--- config.mk ---
export PLATFORM = sky130hd
export DESIGN_NAME = ddu_run_ctrl
export DESIGN_NICKNAME = d
export VERILOG_FILES = /design/src/rtl/ddu_run_ctrl.sv
export SDC_FILE = /design/constraint.sdc
export NUM_CORES = 1
export LEC_CHECK = 0
export ABC_AREA = 0
export CAP_MARGIN = 15
export CORE_ASPECT_RATIO = 1.1
export CORE_MARGIN = 1
export CORE_UTILIZATION = 33
export DETAILED_ROUTE_END_ITERATION = 10
export PLACE_DENSITY = 0.48
export SLEW_MARGIN = 30
export SYNTH_ARGS = -nofsm -noshare
export SYNTH_HDL_FRONTEND = slang
export SYNTH_SLANG_ARGS = --single-unit
--- constraint.sdc ---
create_clock -name clk -period 2 [get_ports clk]
set_input_delay 0.4 -clock clk [delete_from_list [all_inputs] [get_ports clk]]
set_output_delay 0.4 -clock clk [all_outputs]
set_load 0.02 [all_outputs]
--- src/rtl/ddu_run_ctrl.sv ---
`default_nettype none
// ============================================================================
//  Module   : ddu_run_ctrl
//  Purpose  : Run-control front end for the debug unit. Synchronises and
//             debounces the continuous-run switch and single-step button,
//             then drives the CPU run enable. Stopping is deferred to an
//             instruction boundary signalled by instr_done.
//  Revision : 1.0 - initial release
// ============================================================================
module ddu_run_ctrl #(
    parameter int DB_CYCLES = 1000000,  // stable cycles needed to accept a change
    parameter int DB_W      = 20        // debounce counter width, 2**DB_W > DB_CYCLES
) (
    input  logic        clk,
    input  logic        rst,            // asynchronous, active-low
    input  logic        cont_in,
    input  logic        step_in,
    input  logic        instr_done,
    output logic        run,
    output logic [1:0]  state,
    output logic [15:0] instr_cnt,
    output logic        step_ack
);

    // Channel indices into the conditioned-input vectors
    localparam int c_CH_CONT = 0;
    localparam int c_CH_STEP = 1;

    // Debounce terminal count and increment
    localparam logic [DB_W-1:0] c_DB_LAST = DB_W'(DB_CYCLES - 1);
    localparam logic [DB_W-1:0] c_DB_ONE  = DB_W'(1);
    localparam logic [15:0]     c_CNT_ONE = 16'd1;

    // Run-control state encoding (visible on the state output)
    localparam logic [1:0] c_IDLE   = 2'd0;
    localparam logic [1:0] c_CONT   = 2'd1;
    localparam logic [1:0] c_STEP   = 2'd2;
    localparam logic [1:0] c_FINISH = 2'd3;

    logic [1:0]      r_sync1;
    logic [1:0]      r_sync2;
    logic [1:0]      r_db;
    logic [DB_W-1:0] r_db_cnt [2];
    logic            r_step_db_d;

    logic [1:0]      r_state;
    logic            r_run;
    logic            r_step_ack;
    logic [15:0]     r_instr_cnt;

    logic            w_cont_db;
    logic            w_step_rise;
    logic [1:0]      w_state_nxt;
    logic            w_ack_nxt;

    // Two-flop synchronisers and per-channel debounce counters
    always_ff @(posedge clk or negedge rst) begin
        if (!rst) begin
            r_sync1     <= '0;
            r_sync2     <= '0;
            r_db        <= '0;
            r_step_db_d <= 1'b0;
            for (int i = 0; i < 2; i++) begin
                r_db_cnt[i] <= '0;
            end
        end else begin
            r_sync1     <= {step_in, cont_in};
            r_sync2     <= r_sync1;
            r_step_db_d <= r_db[c_CH_STEP];
            for (int i = 0; i < 2; i++) begin
                if (r_sync2[i] != r_db[i]) begin
                    // Accept the new level only after it has differed for
                    // DB_CYCLES consecutive cycles
                    if (r_db_cnt[i] == c_DB_LAST) begin
                        r_db[i]     <= r_sync2[i];
                        r_db_cnt[i] <= '0;
                    end else begin
                        r_db_cnt[i] <= r_db_cnt[i] + c_DB_ONE;
                    end
                end else begin
                    r_db_cnt[i] <= '0;
                end
            end
        end
    end

    assign w_cont_db   = r_db[c_CH_CONT];
    assign w_step_rise = r_db[c_CH_STEP] & ~r_step_db_d;

    // Next-state decision; a step press only counts when fully idle
    always_comb begin
        w_state_nxt = r_state;
        w_ack_nxt   = 1'b0;
        case (r_state)
            c_IDLE: begin
                if (w_cont_db) begin
                    w_state_nxt = c_CONT;
                end else if (w_step_rise) begin
                    w_state_nxt = c_STEP;
                    w_ack_nxt   = 1'b1;
                end
            end
            c_CONT: begin
                // Leaving continuous mode waits for the instruction boundary
                if (!w_cont_db) begin
                    w_state_nxt = instr_done ? c_IDLE : c_FINISH;
                end
            end
            c_STEP, c_FINISH: begin
                if (w_cont_db) begin
                    w_state_nxt = c_CONT;
                end else if (instr_done) begin
                    w_state_nxt = c_IDLE;
                end
            end
            default: begin
                w_state_nxt = c_IDLE;
            end
        endcase
    end

    // State, registered run/ack outputs and retired-instruction counter
    always_ff @(posedge clk or negedge rst) begin
        if (!rst) begin
            r_state     <= c_IDLE;
            r_run       <= 1'b0;
            r_step_ack  <= 1'b0;
            r_instr_cnt <= '0;
        end else begin
            r_state    <= w_state_nxt;
            r_run      <= (w_state_nxt != c_IDLE);
            r_step_ack <= w_ack_nxt;
            if (instr_done && r_run) begin
                r_instr_cnt <= r_instr_cnt + c_CNT_ONE;
            end
        end
    end

    assign run       = r_run;
    assign state     = r_state;
    assign instr_cnt = r_instr_cnt;
    assign step_ack  = r_step_ack;

endmodule
`default_nettype wire
==> results.cfg <==
[sta]
finalHoldViolCount = 0
max_slew_margin_pct = 69.24
drv_slew = 0
setup_viol = 0
tns_ps = 0
period_share_pct = 96.05
worst_pin_slew_ps = 461.4
rsz0062_at_grt = false
fmax_mhz = 520.6
fin_crit_ps = 1921
finalClockSkew_ps = 10.69

[placed_design]
dp_cells = 433
numPortBuffers = 24
post-dp-hpwl_um = 4074
place.gp.congestion = 0.7472

[global_routing]
grt_use_met2_pct = 20.36
grt_pass1_vias = 2127
use_met3_pct = 3.274
gr-usage-all-layers_pct = 13.95
grt_pass1_wl_um = 10250
busiest_layer = met2
antenna_found_initial = 0
grt_overflow = 0
grt_max_degree = 50
globalRouteMet1Util_pct = 19.35

[floorplan]
design.core.area_sq_um = 8874
die_height_um = 102.4
rows = 36
initial_core_util_pct = 34.05
ios = 25
die-width_um = 93.24
fp.dieArea_sq_um = 9544

[clock_network]
htreeDepth = 3
clk_path_buf_depth = 2
cts_sinks = 67
postCtsHoldBufs = 0
cts_root_buf = clkbuf_8
post_cts_resized = 0
clock_latency_ps = 330
cts_buffers = 9
cts_tree = yes
cts_setup_buffers = 0
clk_pin_slew_ps = 70

[worst_setup_path]
path_common_cell = or4_1
crit_type = flip-flop to flip-flop
path_cells = nand3_2 > or4_1 > or4_1 > a21oi_1
cp.required_ps = 2260
crit_path_max_incr_delay_ps = 670
cp.arrival_ps = 2180
critPathCaptureType = flip-flop
slowest_stage = or4_1
worstSetupStartpointType = flip-flop
reg2reg_depth = 4
cp_max_fo = 8

[synth]
synth_top_area_cell = dfrtp_1
ys.flop_type = dfrtp_1
synth_area_leaders = dfrtp_1 (55%), xnor2_1 (7.2%), xor2_1 (4.3%), nor2_1 (3.9%), nand3_1 (3.5%)
yosysMostFrequentCell = dfrtp_1
synth_area_per_cell_sq_um = 10.49
synth_edf_count = 0
syn-num-nets = 296
synth_top_area_share_pct = 55.49
synthArstFlopShare_pct = 100.0
syn_area_sq_um = 3022
synth.yosys.warnings = 0
netlist_top_cells_count = dfrtp_1 (67), nor2_1 (31), xnor2_1 (25)
syn-instance-count = 288
ys_seq_elements = 67
ys_seq_area_share_pct = 55.49
yosysUniqueCellTypes = 31

[job]
max-cap-violations = 0

[layout]
syn2layout_area_growth_pct = 21.78
nFillCells = 863
layout.cells.non_filler = 449
drive_gt1_share_pct = 10.15
diodes = 0
nets = 338

[detailed_routing]
routed_wl_um = 5860
drt-vias-per-instance = 4.882
wire_per_inst_um = 13.05
drt-initial-drc-count = 86
dr.pass1.iters = 4
drtAntennaViolNets = 0
vias = 2192
route.detailed.drc = 0

[power_and_ir_drop]
leakage_uw = 0.001563
ir_worst_vdd_uv = 257.4
p_per_area_nw_per_um2 = 709.3

[worst_hold_path]
hold_path.class = input pin to async pin

[outcome]
status = complete, no violations
## final cells by class
cell class / count / area, sq um / area share, %
inverter: 7 / 26.28 / 0.7140
multi-input combinational: 209 / 1296 / 35.23
clock inverter: 2 / 35.03 / 0.9521
tap: 114 / 142.6 / 3.876
clock buffer: 14 / 152.6 / 4.148
sequential: 67 / 1677 / 45.56
timing repair buffer: 36 / 350.3 / 9.521
## stage by stage
stage | cell area, sq um | setup slack, ps | hold slack, ps | power [uW] | utilization [%]
after floorplan | 3022 | 174.7 | 104.4 | 1466 | -
after global placement | 3492 | 153.1 | 334.2 | 1540 | 39.35
after detailed placement | 3492 | 129.4 | 336.3 | 1540 | 39.35
after CTS | 3680 | 88.87 | 13.32 | 2659 | 41.47
after global routing | 3680 | 5.276 | 24.99 | 2745 | 41.47
final | 3680 | 79.09 | 10.05 | 2610 | 41.47
## final timing paths
path,endpoint,startpoint,slack [ps]
min in group clk,r_sync2[1],r_sync1[1],350
worst max-delay path,r_db_cnt[18],r_db_cnt[6],80
worst min register to register,r_sync2[1],r_sync1[1],350
worst max register to register,r_db_cnt[18],r_db_cnt[6],80
worst min-delay path,r_db_cnt[9],rst,10
max in group asynchronous,r_db_cnt[30],rst,1360
## state kept, by name, summed over array words and instances (netlist names)
| register | cells |
|---|---|
| run | 1 |
| r_db | 2 |
| instr_cnt | 16 |
| r_db_cnt | 40 |
| r_sync1 | 2 |
| r_step_db_d | 1 |
| step_ack | 1 |
| r_sync2 | 2 |
| state | 2 |
## where the power goes
part / internal [uW] / switching [uW] / leakage [uW]
Clock: 611 / 488 / 0.0000947
Sequential: 1380 / 20.2 / 0.000919
Combinational: 46.3 / 68.6 / 0.000549
Total: 2030 / 577 / 0.00156
## cell families (layout without fill, tap and decap cells)
kind of cell / count (synthesis) / after routing / share of synthesized area [%]
AO/OA/AOI/OAI: 30 / 30 / 5.673
XOR/XNOR: 40 / 40 / 11.59
adder cells (fa/ha/maj): 3 / 3 / 1.242
buffers and inverters: 12 / 59 / 1.615
flip-flops: 67 / 67 / 55.49
multiplexers: 3 / 3 / 1.118
AND/OR/NAND/NOR: 133 / 133 / 23.27
## layer usage
| metal | share of wire (%) | vias to the layer above |
|---|---|---|
| met4 | 1.7 | 0 |
| met3 | 3.2 | 9 |
| met2 | 42 | 33 |
| met1 | 53 | 1053 |
| li1 | - | 1097 |
| met5 | 0 | - |
## worst max-delay path, delay by kind of cell (launching register included)
family | cells | cell delay (ps)
AND/OR/NAND/NOR | 3 | 1230
flip-flops | 1 | 450
AO/OA/AOI/OAI | 1 | 160
## cell usage in the layout (no fill, tap or decap)
cell and n:
nor3_1 7, buf_2 1, nand3_1 21, and4_1 1
buf_4 10, buf_12 2, and2_1 3, o21ai_2 1
mux2_2 3, nand4_1 12, xnor2_1 25, clkinv_2 1
and3_1 11, or4b_1 1, nand3_2 1, ha_1 3
o31ai_2 1, and2b_1 1, o31ai_1 3, clkdlybuf4s50_1 23
inv_1 7, clkbuf_8 10, o21ai_0 10, nand2_1 18
bufinv_16 1, or4_1 5, or4b_2 1, dfrtp_1 67
a21oi_1 14, nor4b_1 3, a21o_1 1, or3_1 10
xor2_1 15, or2_2 2, nor4_1 5, clkbuf_1 4
nor2_1 31
Note: power is estimated with default switching activity, not from simulation.
